**src/rtl/cp0_exception_controller.sv**
```systemverilog
// rtl/cp0_exception_controller.sv - CP0 exception/interrupt controller beside the M stage.
// Holds SR/Cause/EPC, decides exception entry, services mfc0/mtc0/eret.
module cp0_exception_controller #(
  parameter logic [31:0] HANDLER_ADDR = 32'h0000_4180,
  parameter logic [31:0] PRID_VALUE   = 32'h5335_2E00
) (
  input  logic        clk,
  input  logic        reset,
  input  logic [31:0] pc,
  input  logic        in_delay_slot,
  input  logic        exc_valid,
  input  logic [4:0]  exc_code,
  input  logic [5:0]  hw_int,
  input  logic        cp0_we,
  input  logic [4:0]  cp0_addr,
  input  logic [31:0] cp0_wdata,
  input  logic        eret,
  output logic [31:0] cp0_rdata,
  output logic        take_exc,
  output logic [31:0] handler_pc,
  output logic [31:0] epc_out,
  output logic        exl
);

  localparam logic [4:0] REG_SR    = 5'd12;
  localparam logic [4:0] REG_CAUSE = 5'd13;
  localparam logic [4:0] REG_EPC   = 5'd14;
  localparam logic [4:0] REG_PRID  = 5'd15;

  logic [5:0]  im_q, im_d;
  logic        exl_q, exl_d;
  logic        ie_q, ie_d;
  logic        bd_q, bd_d;
  logic [5:0]  ip_q, ip_d;
  logic [4:0]  exccode_q, exccode_d;
  logic [31:0] epc_q, epc_d;

  logic        int_req;
  logic        exc_req;
  logic [31:0] sr_word;
  logic [31:0] cause_word;

  // Interrupts look at the live lines, not the IP copy, so a take is same-cycle.
  assign int_req = ie_q & ~exl_q & (|(hw_int & im_q));
  assign exc_req = exc_valid & ~exl_q;
  assign take_exc = ~reset & (int_req | exc_req);

  assign sr_word    = {16'b0, im_q, 8'b0, exl_q, ie_q};
  assign cause_word = {bd_q, 15'b0, ip_q, 3'b0, exccode_q, 2'b0};

  assign handler_pc = HANDLER_ADDR;
  assign epc_out    = epc_q;
  assign exl        = exl_q;

  always_comb begin
    im_d      = im_q;
    exl_d     = exl_q;
    ie_d      = ie_q;
    bd_d      = bd_q;
    ip_d      = hw_int;
    exccode_d = exccode_q;
    epc_d     = epc_q;
    if (take_exc) begin
      exl_d     = 1'b1;
      bd_d      = in_delay_slot;
      exccode_d = int_req ? 5'd0 : exc_code;
      epc_d     = in_delay_slot ? (pc - 32'd4) : pc;
    end else if (eret) begin
      exl_d = 1'b0;
    end else if (cp0_we) begin
      if (cp0_addr == REG_SR) begin
        im_d  = cp0_wdata[15:10];
        exl_d = cp0_wdata[1];
        ie_d  = cp0_wdata[0];
      end else if (cp0_addr == REG_EPC) begin
        epc_d = cp0_wdata;
      end
    end
  end

  always_comb begin
    cp0_rdata = 32'd0;
    case (cp0_addr)
      REG_SR:    cp0_rdata = sr_word;
      REG_CAUSE: cp0_rdata = cause_word;
      REG_EPC:   cp0_rdata = epc_q;
      REG_PRID:  cp0_rdata = PRID_VALUE;
      default:   cp0_rdata = 32'd0;
    endcase
  end

  always_ff @(posedge clk) begin
    if (reset) begin
      im_q      <= 6'd0;
      exl_q     <= 1'b0;
      ie_q      <= 1'b0;
      bd_q      <= 1'b0;
      ip_q      <= 6'd0;
      exccode_q <= 5'd0;
      epc_q     <= 32'd0;
    end else begin
      im_q      <= im_d;
      exl_q     <= exl_d;
      ie_q      <= ie_d;
      bd_q      <= bd_d;
      ip_q      <= ip_d;
      exccode_q <= exccode_d;
      epc_q     <= epc_d;
    end
  end

endmodule

```
**config.mk**
```make
export PLATFORM = sky130hd
export DESIGN_NAME = cp0_exception_controller
export DESIGN_NICKNAME = d
export VERILOG_FILES = /design/src/rtl/cp0_exception_controller.sv
export SDC_FILE = /design/constraint.sdc
export NUM_CORES = 1
export LEC_CHECK = 0
export BUFFER_PORTS_ARGS = -buffer_cell sky130_fd_sc_hd__buf_4
export CORE_ASPECT_RATIO = 0.9
export CORE_MARGIN = 2
export CORE_UTILIZATION = 41
export DETAILED_ROUTE_END_ITERATION = 16
export PLACE_DENSITY = 0.82
export SLEW_MARGIN = 20
export SYNTH_ARGS = -nofsm -noshare
export SYNTH_HDL_FRONTEND = slang
export SYNTH_SLANG_ARGS = --single-unit
```
**constraint.sdc**
```tcl
create_clock -name clk -period 2.55 [get_ports clk]
set_input_delay 0.6375 -clock clk [delete_from_list [all_inputs] [get_ports clk]]
set_output_delay 0.6375 -clock clk [all_outputs]
set_load 0.005 [all_outputs]
```
==> run summary, run 1 <==
Fin nets -> 654
PD cells -> 393 mW/mm^2
Vias in the first global route -> 3,438
Most used cell, CP -> buf_4
H-tree levels -> 2
Core Area -> 0.00815 mm^2
Arr. time, crit path -> 1.80 ns
Hold WC Path Type -> reg2reg
Post-CTS setup buffer count -> 0
Synth top area share -> 0.298
Clock latency at the later pin of the worst-skew pair -> 0.31 ns
Comb pwr share -> 0.219
Ys async rst share -> 0
Hold slack -> 0.488 ns
Mapped Cells -> 419
Delay-heaviest family, CP -> simple AND/OR/NAND/NOR gates
Fmax -> 410 MHz
Avg Cell Area, Syn -> 8.34 um^2
# rows -> 31
Slew HR -> 0.625
Cts hold-fix bufs -> 0
Antenna viol nets, final -> 0
Final Setup Violations -> 0
Final HPWL DP -> 8380 um
Area Overhead vs Synth -> 36.9%
Crit path launch type -> primary input
Post-Syn Area -> 0.00349 mm^2
Status -> complete, no violations
RePlAce Congestion -> 0.927
Clock skew -> 0.00805 ns
CP max stage cell -> nand3b_2
Top cells by area, synth -> dfxtp_1 30%, a211oi_1 10%, nor2_1 7.2%, mux2i_1 7.2%, buf_4 7.1%
Critical Path, Cell by Cell -> buf_4, nand3b_2, nor2_1, buf_4, and2_1, buf_4
Global-route wire length before repair -> 16,800 um
Post-CTS sizing -> 0
Sequential power share -> 0.469
Die area -> 0.00928 mm^2
Distinct cells, synth -> 48
Starting Density -> 0.429
Minimum clock period after layout -> 2.44 ns
Clock tree buffer depth -> 2
Die H -> 91.6 um
Vias per cell -> 5.36
Crit path kind -> in2out
Final Slew Violations -> 0
Drt drc -> 0
Sequential-to-total area share from yosys stat -> 0.298
Finished Cell Area -> 0.00478 mm^2
WL final -> 10,800 um
Final Hold Viols -> 0
Cell taking the most area after synthesis -> dfxtp_1
Internal -> 1.37 mW
Clk sinks -> 52
GRT Residual Overflow -> 0
First drt pass iteration count -> 7
Sw frac -> 0.274
Initial antenna violation count -> 0
Share of cells above drive strength 1 -> 0.340
Routed WL per cell -> 16.2 um
Reg2Reg Setup Slack -> 0.58 ns
Placed cell areas -> 0.00467 mm^2
Post-synth EDFFs -> 0
Worst-path clk slew -> 0.10 ns
Crit. End Element -> output pin
DRT iter0 DRCs -> 177
Crit share post-route -> 0.957
Slew @ Worst Pin -> 0.562 ns
CP Buf/Inv Count -> 3
CP peak stage delay -> 0.32 ns
Largest net degree at the start of global routing -> 53
Max_cap viols -> 0
Overall power consumption -> 1.88 mW
Top FF cell, synth -> dfxtp_1
Post-synthesis register bit count -> 52
Die Width -> 101 um
Static Leak -> 2.04 nW
Clk pwr share -> 0.312
Buffers added on ports -> 151
NetSw -> 0.515 mW
# IOs -> 184
Worst Path Required -> 1.91 ns
Unrepaired setup endpoints after global routing -> no
Synth warn -> 0
Root buf cell -> clkbuf_8
TNS Setup -> 0 ns
Total CTS buffers -> 5
Antenna cells -> 0
GRT Overall Usage -> 0.226
Max FO, Critical Path -> 8
CTS tree -> done
Via count -> 3,577
Max VDD drop -> 251 uV
-- cells by family (layout without fill, tap and decap cells) --
family                     count (synthesis)  after routing  share of synthesized area
and+or+nand+nor                          169            169                      0.275
other                                      2             32                    0.00215
buffers and inverters                     65            184                      0.111
adders and majority gates                  1              1                    0.00358
muxes                                     25             25                     0.0716
AOI/OAI and AO/OA                         80             80                      0.176
DFF                                       52             52                      0.298
xor gates and xnor gates                  25             25                     0.0627
-- synth_stat cells, drive strengths merged (2+ instances only) --
| cell | n |
|---|---|
| and2 | 9 |
| o21ai | 2 |
| xnor2 | 22 |
| o311a | 2 |
| or3 | 4 |
| dfxtp | 52 |
| nor3 | 11 |
| a22o | 3 |
| nand2b | 2 |
| nand3b | 4 |
| mux2i | 25 |
| buf | 41 |
| inv | 7 |
| or2 | 2 |
| a22oi | 11 |
| xor2 | 3 |
| a21oi | 4 |
| or4 | 2 |
| nor4 | 15 |
| a211oi | 51 |
| nor4b | 2 |
| nor2b | 31 |
| conb | 2 |
| o31ai | 3 |
| a311oi | 3 |
| nand3 | 3 |
| nand2 | 11 |
| nor2 | 67 |
| nand4 | 2 |
| nor3b | 2 |
| clkbuf | 17 |
-- cell usage in the layout, fill, tap and decap left out, types with 6 or more instances in the layout --
cell | Yosys | layout
a211oi_1 | 48 | 48
a22oi_1 | 11 | 11
and2_1 | 9 | 9
buf_4 | 33 | 167
conb_1 | 2 | 32
dfxtp_1 | 52 | 52
inv_1 | 6 | 6
mux2i_1 | 25 | 25
nand2_1 | 10 | 10
nor2_1 | 67 | 67
nor2b_1 | 31 | 31
nor3_1 | 10 | 10
nor4_1 | 8 | 8
xnor2_1 | 22 | 22
-- worst paths after layout --
check,from,endpoint,cells after the start
worst min register to register,bd_q$_SDFFE_PP0N_,bd_q$_SDFFE_PP0N_,2
worst min-delay path,bd_q$_SDFFE_PP0N_,bd_q$_SDFFE_PP0N_,2
worst max register to register,im_q[3]$_SDFFE_PP0P_,epc_out[23]$_SDFFE_PP0P_,7
worst max-delay path,cp0_addr[4],cp0_rdata[22],6
-- registers in the layout, summed over array words and instances, names as in the netlist --
name       cells
exl            1
exccode_q      5
epc_out       32
bd_q           1
im_q           6
ip_q           6
ie_q           1
-- layout make-up --
cell class / instances / area [um^2]
Tap cell: 99 / 124
Clock inverter: 2 / 38.8
Fill cell: 743 / 3360
Timing Repair Buffer: 169 / 1290
Sequential cell: 52 / 1040
Multi-Input combinational cell: 332 / 2190
Clock buffer: 6 / 72.6
Inverter: 7 / 26.3
-- power by group through the flow --
stage               Combinational [mW]  Clock [mW]  Sequential, mW
floorplan                        0.216           0           0.893
global placement                 0.399           0           0.898
detailed placement               0.410           0           0.900
CTS                              0.412       0.606           0.882
global route                     0.452       0.639           0.886
finish                           0.412       0.587           0.881
-- layer usage --
metal	up-vias	GRT usage	routed length, um
met5	-	0	0
met4	0	0.0495	156
met3	15	0.0362	791
met2	167	0.387	5280
met1	1677	0.296	4550
li1	1718	-	-
-- worst register-to-register path, delay by kind of cell (launching register included) --
kind / cells / cell delay (ns)
DFF: 1 / 0.37
AOI/OAI and AO/OA: 3 / 0.54
buffers and inverters: 2 / 0.45
and+or+nand+nor: 2 / 0.47
-- metrics by stage --
stage | instances | setup WS [ns] | utilization
after floorplan | 449 | 0.0517 | -
after global placement | 659 | 0.122 | 0.574
after detailed placement | 659 | 0.0888 | 0.574
after CTS | 667 | 0.102 | 0.587
after global routing | 667 | 0.0232 | 0.587
final | 667 | 0.110 | 0.587
No activity file was read; power rests on OpenSTA's default activity.
==> inputs of run 2 (changes only) <==
Settings changed: REMOVE_ABC_BUFFERS set to 1.
==> run summary, run 2 (synthesized netlist as in run 1, its figures left out) <==
Status -> complete, no violations
Buffers added on ports -> 151
Clock skew -> 0.00641 ns
Cts hold-fix bufs -> 0
# rows -> 31
Post-CTS setup buffer count -> 0
Clock tree buffer depth -> 2
Total CTS buffers -> 5
Crit path launch type -> primary input
Post-CTS sizing -> 0
WL final -> 10,600 um
PD cells -> 377 mW/mm^2
# IOs -> 184
Clock latency at the later pin of the worst-skew pair -> 0.31 ns
CP Depth -> 6
Worst-path clk slew -> 0.10 ns
Antenna viol nets, final -> 0
Vias in the first global route -> 3,355
GRT Residual Overflow -> 0
Slew @ Worst Pin -> 0.575 ns
Arr. time, crit path -> 1.74 ns
Hold depth -> 2
Via count -> 3,546
Worst Path Required -> 1.91 ns
Unrepaired setup endpoints after global routing -> no
Slew HR -> 0.617
Fin nets -> 654
Core Area -> 0.00815 mm^2
Routed WL per cell -> 15.9 um
Final Setup Violations -> 0
Die Width -> 101 um
RePlAce Congestion -> 0.839
Crit path kind -> in2out
Vias per cell -> 5.32
Drt drc -> 0
DRT iter0 DRCs -> 178
Die area -> 0.00928 mm^2
Minimum clock period after layout -> 2.38 ns
CTS tree -> done
Max VDD drop -> 222 uV
GRT Overall Usage -> 0.224
Max FO, Critical Path -> 3
Fmax -> 420 MHz
CP Buf/Inv Count -> 3
Static Leak -> 2.02 nW
Hold WC Path Type -> reg2reg
Final Slew Violations -> 0
Root buf cell -> clkbuf_8
Die H -> 91.6 um
Area Overhead vs Synth -> 36.1%
H-tree levels -> 2
Fill cells -> 734
Critical Path, Cell by Cell -> buf_4, a22o_1, nor4_2, or3_1, inv_2, buf_4
First drt pass iteration count -> 4
Delay-heaviest family, CP -> simple AND/OR/NAND/NOR gates
Antenna cells -> 0
Final HPWL DP -> 8180 um
Max_cap viols -> 0
Starting Density -> 0.429
Largest net degree at the start of global routing -> 53
R2R depth -> 7
Max reg flops -> 32
Crit. End Element -> output pin
CP max stage cell -> nor4_2
Commonest cells after routing, fill and taps aside -> 168 x buf_4, 67 x nor2_1, 52 x dfxtp_1
Clk sinks -> 52
Hold slack -> 0.487 ns
CP peak stage delay -> 0.34 ns
Initial antenna violation count -> 0
Overall power consumption -> 1.79 mW
Most used cell, CP -> buf_4
Final Hold Viols -> 0
Share of cells above drive strength 1 -> 0.343
Most common cell after layout, fill and taps aside -> buf_4
Crit share post-route -> 0.934
Global-route wire length before repair -> 16,600 um
## run 2: stage by stage
step / setup WS (ns) / setup TNS (ns) / instance area (um^2) / instances / utilization
after floorplan: -1.81 / -55.61 / 3250 / 391 / -
after global placement: 0.182 / 0 / 4660 / 659 / 0.572
after detailed placement: 0.114 / 0 / 4660 / 659 / 0.572
after CTS: 0.111 / 0 / 4750 / 667 / 0.583
after global routing: 0.0908 / 0 / 4760 / 667 / 0.584
final: 0.168 / 0 / 4760 / 667 / 0.584
## run 2: final cells by class
type,count,area [um^2],share of cell area
multi-input cells,332,2190,0.461
repair buffers,169,1280,0.269
flip-flops and latches,52,1040,0.219
well taps,99,124,0.0260
clock buffers,5,68.8,0.0145
inverters,7,26.3,0.00552
clock inverters,3,21.3,0.00447
## run 2: layer usage
metal  vias up  part of all wire  global-route usage
met5         -                 0                   0
met4         0             0.014              0.0552
met3        12             0.077              0.0454
met2       170              0.45               0.360
met1      1645              0.45               0.306
li1       1719                 -                   -
## run 2: report_power, final
| part | total (mW) | internal [mW] | switching [mW] |
|---|---|---|---|
| combinational | 0.417 | 0.219 | 0.198 |
| clock | 0.497 | 0.196 | 0.301 |
| sequential | 0.880 | 0.852 | 0.0287 |
## run 2: tightest hold or removal path: stages, from the launching register on
cell and delay [ns]:
dfxtp_1 0.33, nand3b_1 0.08, nand2_1 0.05
## run 2: path summary, 6_finish.rpt
path	start	to	slack, ns
worst min-delay path	bd_q$_SDFFE_PP0N_	bd_q$_SDFFE_PP0N_	0.49
worst min register to register	bd_q$_SDFFE_PP0N_	bd_q$_SDFFE_PP0N_	0.49
worst max-delay path	hw_int[1]	take_exc	0.17
worst max register to register	im_q[1]$_SDFFE_PP0P_	epc_out[29]$_SDFFE_PP0P_	0.64
==> inputs of run 3 (changes only) <==
==> constraint.sdc (replaced) <==
create_clock -name clk -period 2.55 [get_ports clk]
set_input_delay 0.255 -clock clk [delete_from_list [all_inputs] [get_ports clk]]
set_output_delay 0.255 -clock clk [all_outputs]
set_load 0.005 [all_outputs]
==> run summary, run 3 (synthesized netlist as in run 1, its figures left out) <==
Status -> complete, no violations
Max FO, Critical Path -> 44
Root buf cell -> clkbuf_8
Largest net degree at the start of global routing -> 53
Max reg flops -> 32
Slew HR -> 0.505
Minimum clock period after layout -> 2.20 ns
Commonest cells after routing, fill and taps aside -> 158 x buf_4, 67 x nor2_1, 52 x dfxtp_1
Final Hold Viols -> 0
Core Area -> 0.00815 mm^2
RR Startpoint -> im_q[3]$_SDFFE_PP0P_
Final Setup Violations -> 0
Worst Path Required -> 2.30 ns
Clock tree buffer depth -> 2
Die H -> 91.6 um
Fmax -> 454 MHz
Global-route wire length before repair -> 16,500 um
Starting Density -> 0.429
Arr. time, crit path -> 1.95 ns
Max_cap viols -> 0
Initial antenna violation count -> 0
Via count -> 3,459
Placed cell areas -> 0.00458 mm^2
H-tree levels -> 2
Buffers added on ports -> 151
Fin nets -> 644
Die area -> 0.00928 mm^2
Post-CTS setup buffer count -> 0
Clk sinks -> 52
Overall power consumption -> 1.89 mW
Share of cells above drive strength 1 -> 0.330
Crit share post-route -> 0.864
Hold path startpoint -> hw_int[0]
Post-CTS sizing -> 0
Die Width -> 101 um
Final Slew Violations -> 0
Drt drc -> 0
Static Leak -> 1.99 nW
Crit. Startpoint -> im_q[3]$_SDFFE_PP0P_
CTS tree -> done
PD cells -> 401 mW/mm^2
Antenna viol nets, final -> 0
Routed WL per cell -> 15.9 um
Hold WC Path Type -> in2reg
Clock skew -> 0.00774 ns
Area Overhead vs Synth -> 34.7%
Cts hold-fix bufs -> 0
Antenna cells -> 0
RePlAce Congestion -> 0.840
Crit. End Element -> output pin
Crit path kind -> reg2out
Worst-path clk slew -> 0.10 ns
Most common cell after layout, fill and taps aside -> buf_4
Clock latency at the later pin of the worst-skew pair -> 0.30 ns
Slew @ Worst Pin -> 0.741 ns
Crit path launch type -> flip-flop
Finished Cell Area -> 0.00471 mm^2
# rows -> 31
Vias per cell -> 5.26
GRT Residual Overflow -> 0
First drt pass iteration count -> 4
Vias in the first global route -> 3,399
DRT iter0 DRCs -> 126
Unrepaired setup endpoints after global routing -> no
# IOs -> 184
TNS Setup -> 0 ns
Place WS -> 0.425 ns
Total CTS buffers -> 5
Max VDD drop -> 282 uV
Final HPWL DP -> 8000 um
WL final -> 10,400 um
Hold slack -> 0.173 ns
Worst setup margin -> 0.347 ns
GRT Overall Usage -> 0.219
run 3: cell count changes in the layout (fill, tap and decap cells not counted), sizes merged:
cell,change
buf,-10
bufinv,+1
clkbuf,+1
clkinvlp,-1
inv,-1
run 3: worst max-delay path: stages (launching register included):
cell     delay, ns
dfxtp_1       0.37
a22o_1        0.21
nor4_1        0.08
or3_1         0.40
inv_4         0.38
buf_4         0.20
run 3: stage by stage:
stage               utilization  instances
floorplan                     -        391
global placement          0.563        649
detailed placement        0.563        649
CTS                       0.578        657
global route              0.578        657
finish                    0.578        657
run 3: area by class of cell:
cell class / count / area (um^2)
multi-input cells: 332 / 2190
fillers: 737 / 3440
clock inverters: 2 / 38.8
clock buffers: 6 / 82.6
well taps: 99 / 124
inverters: 7 / 28.8
repair buffers: 159 / 1210
flip-flops and latches: 52 / 1040
run 3: path summary, 6_finish.rpt:
| kind | endpoint | cells past startpoint | slack, ns |
|---|---|---|---|
| max | take_exc | 5 | 0.35 |
| min | ip_q[0]$_SDFF_PP0_ | 2 | 0.17 |
| max reg2reg | epc_out[23]$_SDFFE_PP0P_ | 6 | 0.65 |
| min reg2reg | bd_q$_SDFFE_PP0N_ | 2 | 0.50 |
run 3: where the power goes:
group          internal (mW)  switching [mW]
clock network          0.322           0.282
registers              0.852          0.0276
logic                  0.211           0.194
run 3: metal layers:
layer / global-route usage / part of all wire
met5: 0 / 0
met3: 0.0500 / 0.075
met1: 0.289 / 0.44
met4: 0.0642 / 0.016
met2: 0.356 / 0.47
